`src/rtl/pipe_pkg.sv`:
```
// Shared pipeline types: register index, scoreboard slot record and the bubble constant.
package pipe_pkg;

  typedef logic [3:0] reg_idx_t;

  typedef struct packed {
    logic     valid;
    logic     wb_en;
    logic     is_mem;
    logic     is_load;
    reg_idx_t dest;
  } sb_slot_t;

  localparam sb_slot_t SB_BUBBLE = '0;

  // True when an in-flight writer produces one of the live decode operands.
  function automatic logic slot_match(sb_slot_t s, reg_idx_t src1, reg_idx_t src2,
                                      logic two_src);
    return s.valid & s.wb_en & ((s.dest == src1) | (two_src & (s.dest == src2)));
  endfunction

endpackage

```
`src/rtl/sat_counter.sv`:
```
// Saturating up-counter with synchronous clear; holds at all-ones.
module sat_counter #(
  parameter int unsigned CNT_W = 16
) (
  input  logic             clk,
  input  logic             en,
  input  logic             clr,
  output logic [CNT_W-1:0] q
);

  always_ff @(posedge clk) begin
    if (clr) begin
      q <= '0;
    end else if (en && (q != '1)) begin
      q <= q + CNT_W'(1);
    end
  end

endmodule

```
`src/rtl/hazard_scoreboard.sv`:
```
// Decode-stage scoreboard: shadow pipeline of in-flight writers, hazard/freeze and perf counters.
// Define FORWARDING_EN to restrict hazard detection to load-use in EXE.
module hazard_scoreboard
  import pipe_pkg::*;
#(
  parameter int unsigned STAGES = 3,
  parameter int unsigned CNT_W  = 16
) (
  input  logic             clk,
  input  logic             rst,
  input  logic             id_valid,
  input  logic [3:0]       src1,
  input  logic [3:0]       src2,
  input  logic             two_src,
  input  logic             id_wb_en,
  input  logic             id_mem_r_en,
  input  logic             id_mem_w_en,
  input  logic [3:0]       id_dest,
  input  logic             flush,
  input  logic             mem_ready,
  output logic             hazard,
  output logic             freeze,
  output logic [CNT_W-1:0] stall_cnt,
  output logic [CNT_W-1:0] freeze_cnt
);

  sb_slot_t slots_q [STAGES];
  logic     pend_flush_q;
  sb_slot_t id_rec;
  logic     any_match;
  logic     squash;

  always_comb begin
    id_rec         = SB_BUBBLE;
    id_rec.valid   = 1'b1;
    id_rec.wb_en   = id_wb_en;
    id_rec.is_mem  = id_mem_r_en | id_mem_w_en;
    id_rec.is_load = id_mem_r_en;
    id_rec.dest    = id_dest;
  end

  always_comb begin
    any_match = 1'b0;
`ifdef FORWARDING_EN
    any_match = slots_q[0].is_load & slot_match(slots_q[0], src1, src2, two_src);
`else
    // WB slot is included: its register file write only lands at this edge.
    for (int i = 0; i < STAGES; i++) begin
      any_match = any_match | slot_match(slots_q[i], src1, src2, two_src);
    end
`endif
  end

  assign hazard = id_valid & any_match & ~flush;
  assign freeze = slots_q[1].valid & slots_q[1].is_mem & ~mem_ready;
  assign squash = flush | pend_flush_q;

  always_ff @(posedge clk) begin
    if (rst) begin
      for (int i = 0; i < STAGES; i++) begin
        slots_q[i] <= SB_BUBBLE;
      end
      pend_flush_q <= 1'b0;
    end else if (freeze) begin
      // Nothing moves; remember a branch flush for the first cycle that does.
      if (flush) begin
        pend_flush_q <= 1'b1;
      end
    end else begin
      slots_q[0] <= (id_valid & ~hazard & ~squash) ? id_rec : SB_BUBBLE;
      for (int i = 1; i < STAGES; i++) begin
        slots_q[i] <= slots_q[i-1];
      end
      pend_flush_q <= 1'b0;
    end
  end

  sat_counter #(
    .CNT_W(CNT_W)
  ) u_stall_cnt (
    .clk(clk),
    .en (hazard),
    .clr(rst),
    .q  (stall_cnt)
  );

  sat_counter #(
    .CNT_W(CNT_W)
  ) u_freeze_cnt (
    .clk(clk),
    .en (freeze),
    .clr(rst),
    .q  (freeze_cnt)
  );

endmodule

```
`config.mk`:
```
export PLATFORM = sky130hd
export DESIGN_NAME = hazard_scoreboard
export DESIGN_NICKNAME = d
export VERILOG_FILES = /design/src/rtl/pipe_pkg.sv /design/src/rtl/sat_counter.sv /design/src/rtl/hazard_scoreboard.sv
export SDC_FILE = /design/constraint.sdc
export NUM_CORES = 1
export LEC_CHECK = 0
export ABC_AREA = 1
export CORE_MARGIN = 2
export CORE_UTILIZATION = 28
export DETAILED_ROUTE_END_ITERATION = 12
export SLEW_MARGIN = 20
export SYNTH_ARGS = -nofsm -noshare
export SYNTH_HDL_FRONTEND = slang
export SYNTH_SLANG_ARGS = --single-unit
```
`constraint.sdc`:
```
create_clock -name clk -period 3.13 [get_ports clk]
set_input_delay 0.4695 -clock clk [delete_from_list [all_inputs] [get_ports clk]]
set_output_delay 0.4695 -clock clk [all_outputs]
set_load 0.1 [all_outputs]
```
==> flow_summary.json, run 1 <==
{
  "status": "complete, no violations",
  "numPortBuffers": 54,
  "worst_setup_path_end_kind": "primary output",
  "finalCritPeriodShare_pct": 78.9,
  "yosysWarnings": 0,
  "ff2ff_setup_slack_ns": 1.22,
  "start_util_pct": 28.5,
  "synth_edf_count": 20,
  "cap_violations": 0,
  "clk_latency_ns": 0.30,
  "p_per_area_nw_per_um2": 357,
  "netlist_instances": 455,
  "finalSetupTns_ns": 0,
  "slew_headroom_pct": 72.3,
  "hold_class": "reg2reg",
  "clkTransAtPathRegs_ns": 0.10,
  "setup_ws_ns": 0.661,
  "drtAntennaViolNets": 0,
  "post-place-ws_ns": 0.651,
  "synthTopCellsByCount": "nand2_1, nor2_1, inv_1, dfxtp_1, nand3_1",
  "async_reset_ff_share_pct": 0,
  "synth_seq_cells": 53,
  "cts_hold_buf": 0,
  "arrival_ns": 2.00,
  "diodes": 0,
  "slew_viol_final": 0,
  "critPathMaxStageDelay_ns": 0.56,
  "synth_flop_cell": "dfxtp_1",
  "numCtsBuffers": 5,
  "timing.rr.start": "u_freeze_cnt.q[0]",
  "synth.avg_cell_area_sq_um": 6.73,
  "fmax_mhz": 405,
  "netlist.area_leader.share_pct": 21.6,
  "yosysMostFrequentCell": "nand2_1",
  "critPathRequiredTime_ns": 2.66,
  "fin_cells": 653,
  "final-hold-violation-count": 0,
  "gp_congestion": 0.855,
  "dieHeight_microns": 109,
  "p_leak_nw": 1.72,
  "drive_gt1_share_pct": 11.9,
  "coreArea_sq_um": 10700,
  "via_count": 2901,
  "syn2layout_area_growth_pct": 25.1,
  "endpoint": "hazard",
  "fp-row-count": 38,
  "syn_nets": 478,
  "drtIter0Drc": 125,
  "dp_cells": 645,
  "crit_top_cell": "nand2_1",
  "fin_area_sq_um": 3830,
  "holdPathStages": 2,
  "ctsRootBufferMaster": "clkbuf_8",
  "firstDrtPassIters": 4,
  "dieArea_sq_um": 11800,
  "netlist_top_cells_area": "dfxtp_1, edfxtp_1, nand2_1, nor2_1, inv_1",
  "slowest_stage": "clkdlybuf4s50_1",
  "grt.total_usage_pct": 12.8,
  "setup_viol": 0,
  "r2r_cells": 11,
  "crit_path_start_kind": "input port",
  "total_power_mw": 1.37,
  "routedWlPerCell_microns": 11.1,
  "dp_hpwl_microns": 5470,
  "fin_crit_ns": 2.47,
  "via_per_inst": 4.44,
  "nFillCells": 1195,
  "ios": 55,
  "netlist_area_sq_um": 3060,
  "fin_skew_ns": 0.00686,
  "htree_levels": 2,
  "synth.distinct_cells": 27,
  "post_cts_resized": 0,
  "worst_slew_pin_slew_ns": 0.414,
  "criticalPathCategory": "in2out",
  "synth_top_area_cell": "dfxtp_1",
  "ir_drop_v": 0.000169,
  "drcViolationCount": 0,
  "wirelength_microns": 7250,
  "fin_nets": 535,
  "startpoint": "src2[1]",
  "final_util_pct": 35.7,
  "rsz0062_at_grt": "no",
  "overflow": 0,
  "grt_pass1_wl_microns": 12200,
  "reg2reg_to": "u_freeze_cnt.q[15]",
  "antenna_found_initial": 0,
  "first_global_vias": 2710,
  "cts_tree": "done",
  "cp_max_fo": 5,
  "clock_path_buffers": 2,
  "die_width_microns": 109,
  "cts.sink_count": 53,
  "synth-seq-area-share_pct": 41.2,
  "crit_chain": "clkdlybuf4s50_1, inv_1, nand2_1, nand2_1, nor2_1, nand3_1, nand2_1, nand2_1, nand3_2, nand2_1, inv_1, buf_12",
  "hold_slack_ns": 0.497,
  "grt_max_degree": 23,
  "post_cts_buffers": 0,
  "dpl_cell_area_sq_um": 3690
}
## layout by cell type (no fill, tap or decap), types with 2 or more instances in the layout
cell type,instances
buf_4,38
clkdlybuf4s50_1,20
nor4_1,2
nand2_1,116
nor3_2,2
o21ai_0,13
nor2_2,5
a21oi_1,12
bufinv_16,2
nand3_1,33
nand4_2,2
nor3_1,6
dfxtp_1,33
ha_1,2
clkbuf_8,5
nor2_1,85
inv_1,81
nand3_2,3
xor2_1,13
edfxtp_1,20
nand4_1,12
## area by class of cell
type	count	area [sq um]	share of cell area (%)
Clock buffer	5	68.8	1.80
Clock inverter	3	68.8	1.80
Inverter	82	308	8.03
Multi-Input combinational cell	311	1440	37.7
Sequential cell	53	1260	32.9
Tap cell	140	175	4.57
Timing Repair Buffer	59	505	13.2
## registers in the layout, summed over array words and instances (netlist names)
signal / count
slots_q: 20
u_freeze_cnt.q: 16
u_stall_cnt.q: 16
pend_flush_q: 1
## logic make-up (layout without fill, tap and decap cells)
kind of cell | after synthesis | after routing | share of synthesized area [%]
fa+ha+maj | 2 | 2 | 0.817
buf+inv | 91 | 149 | 11.7
flops | 53 | 53 | 41.2
xor+xnor | 14 | 14 | 4.00
compound gates | 26 | 26 | 4.33
simple gates | 269 | 269 | 38.0
## worst min path at each step
| stage | from | endpoint |
|---|---|---|
| floorplan | pend_flush_q | pend_flush_q |
| global placement | pend_flush_q | pend_flush_q |
| detailed placement | pend_flush_q | pend_flush_q |
| CTS | pend_flush_q | pend_flush_q |
| global route | pend_flush_q | pend_flush_q |
| finish | pend_flush_q | pend_flush_q |
## worst max-delay path: cells and delay by family
| family | cells | cell delay, ns |
|---|---|---|
| buffers and inverters | 4 | 0.94 |
| AND/OR/NAND/NOR | 8 | 0.58 |
## where the power goes
part	internal, mW	leakage (nW)	switching, mW
Combinational	0.0419	1.14	0.0501
Sequential	0.717	0.510	0.00406
Clock	0.322	0.0687	0.233
Total	1.08	1.72	0.287
## per-layer routing
| layer | vias to the layer above | global-route usage, % | share of wire (%) |
|---|---|---|---|
| li1 | 1523 | - | - |
| met1 | 1323 | 16.7 | 49 |
| met2 | 49 | 21.4 | 46 |
| met3 | 6 | 3.07 | 4.6 |
| met4 | 0 | 3.02 | 0.81 |
| met5 | - | 0 | 0 |
(Power assumes the default switching activity.)
==> run 2, diff against run 1 <==
clock period = 2.2 ns   (was 3.13 ns; I/O delays follow)
==> run 2 against run 1 <==
  * Combinational power up 46%
  * First-iteration DRC count up 15%
  * Non-clock buffer count is 2 higher
  * Wire length down 2.6%
  * Via count shrank 0.28%
  * Core utilization increased by 0.45 points
  * Register-to-register slack got worse by 0.82 ns
  * Count of clock-buffer cells in the layout unchanged
  * Design area grew 1.3%
==> flow_summary.json, run 2 (synthesis gave the netlist of run 1 again) <==
{
  "status": "complete, no violations",
  "criticalPathCategory": "in2out",
  "firstDrtPassIters": 4,
  "htree_levels": 2,
  "final_common_cell": "nand2_1",
  "coreArea_sq_um": 10700,
  "dpl_cell_area_sq_um": 3740,
  "min_to": "pend_flush_q",
  "drive_gt1_share_pct": 14.0,
  "arrival_ns": 1.76,
  "fp-row-count": 38,
  "ios": 55,
  "clk_latency_ns": 0.31,
  "gp_congestion": 0.851,
  "finalSetupTns_ns": 0,
  "ff2ff_setup_slack_ns": 0.40,
  "slew_viol_final": 0,
  "hold_slack_ns": 0.488,
  "clock_path_buffers": 2,
  "largest_reg_flops": 20,
  "fmax_mhz": 479,
  "via_count": 2893,
  "dieHeight_microns": 109,
  "nFillCells": 1157,
  "grt_pass1_wl_microns": 11800,
  "dp_hpwl_microns": 5410,
  "final-hold-violation-count": 0,
  "die_width_microns": 109,
  "fin_nets": 537,
  "p_leak_nw": 1.78,
  "antenna_found_initial": 0,
  "multiInputGateArea_sq_um": 1450,
  "clkTransAtPathRegs_ns": 0.10,
  "cts.sink_count": 53,
  "numCtsBuffers": 5,
  "post-place-ws_ns": -0.0845,
  "fin_crit_ns": 2.09,
  "r2r_cells": 10,
  "dieArea_sq_um": 11800,
  "ir_drop_v": 0.000246,
  "start_util_pct": 28.5,
  "ctsRootBufferMaster": "clkbuf_8",
  "min_from": "pend_flush_q",
  "diodes": 0,
  "worst_slew_pin_slew_ns": 0.395,
  "drcViolationCount": 0,
  "hold_class": "reg2reg",
  "register_area_sq_um": 1270,
  "holdPathStages": 2,
  "grt.total_usage_pct": 12.5,
  "mostFrequentLayoutCells": "nand2_1, nor2_1, inv_1",
  "timing.rr.start": "slots_q[0][3]",
  "finalCritPeriodShare_pct": 95.0,
  "final_util_pct": 36.1,
  "grt_max_degree": 23,
  "via_per_inst": 4.42,
  "wirelength_microns": 7070,
  "fin_skew_ns": 0.00450,
  "cp_max_fo": 3,
  "worst_setup_path_end_kind": "primary output",
  "numPortBuffers": 54,
  "setup_ws_ns": 0.110,
  "crit_path_start_kind": "input port",
  "top_register": "slots_q",
  "syn2layout_area_growth_pct": 26.7,
  "post_cts_buffers": 0,
  "reg2reg_to": "u_stall_cnt.q[1]",
  "slew_headroom_pct": 73.6,
  "overflow": 0,
  "drtIter0Drc": 144,
  "largestRegisters": "slots_q (20), u_freeze_cnt.q (16), u_stall_cnt.q (16)",
  "setup_viol": 0,
  "cts_tree": "done",
  "cap_violations": 0,
  "drtAntennaViolNets": 0,
  "critPathRequiredTime_ns": 1.87,
  "rsz0062_at_grt": "no",
  "p_per_area_nw_per_um2": 474,
  "routedWlPerCell_microns": 10.8,
  "first_global_vias": 2682,
  "fin_area_sq_um": 3880
}
## run 2: per-layer routing
metal  up-vias  wire length [microns]  track usage (%)
li1       1527                      -                -
met1      1309                   3370             15.8
met2        47                   3250             20.5
met3        10                    333             3.68
met4         0                    121             3.94
met5         -                      0                0
## run 2: cell type report
cell class	instances	share of cell area [%]
Sequential cell	53	32.7
Timing Repair Buffer	61	14.4
Clock buffer	5	1.77
Inverter	82	7.93
Tap cell	140	4.51
Multi-Input combinational cell	311	37.5
Clock inverter	3	1.19
## run 2: critical path, cell delays in order
cell	delay, ns
clkdlybuf4s50_1	0.50
xor2_1	0.21
nor2_2	0.12
nand2_1	0.06
nand2_1	0.07
nand2_1	0.06
nand3_2	0.08
nand2_2	0.07
inv_2	0.08
buf_12	0.17
## run 2: repair_timing
| item | 4_1_cts | 5_1_grt |
|---|---|---|
| endpoints found under the setup margin | 0 | 5 |
| hold buffers | 0 | 0 |
| endpoints found under the hold margin | 0 | 0 |
| resized for setup | 0 | 10 |
## run 2: report_power, final
part / switching, mW / internal [mW]
registers: 0.00532 / 1.02
clock network: 0.340 / 0.341
logic: 0.0724 / 0.0621
total: 0.418 / 1.42
## run 2: per-stage QoR
stage / instances / power, mW
after global routing: 655 / 1.93
after floorplan: 455 / 1.11
final: 655 / 1.84
after CTS: 655 / 1.87
after detailed placement: 647 / 1.18
after global placement: 647 / 1.18
## run 2: how the worst max path moves through the flow
stage,to,cells after the start,start
after floorplan,u_freeze_cnt.q[3],8,u_freeze_cnt.q[12]
after global placement,u_stall_cnt.q[2],14,src1[2]
after detailed placement,u_stall_cnt.q[2],14,src1[2]
after CTS,hazard,12,src1[2]
after global routing,hazard,12,src2[0]
final,hazard,10,src1[3]
==> run 3, diff against run 2 <==
CTS_CLUSTER_DIAMETER = 150   (was default)
SLEW_MARGIN = 40   (was 20)
==> results of run 3 <==
The final DEF is identical to that of run 2; final timing and power are the same.
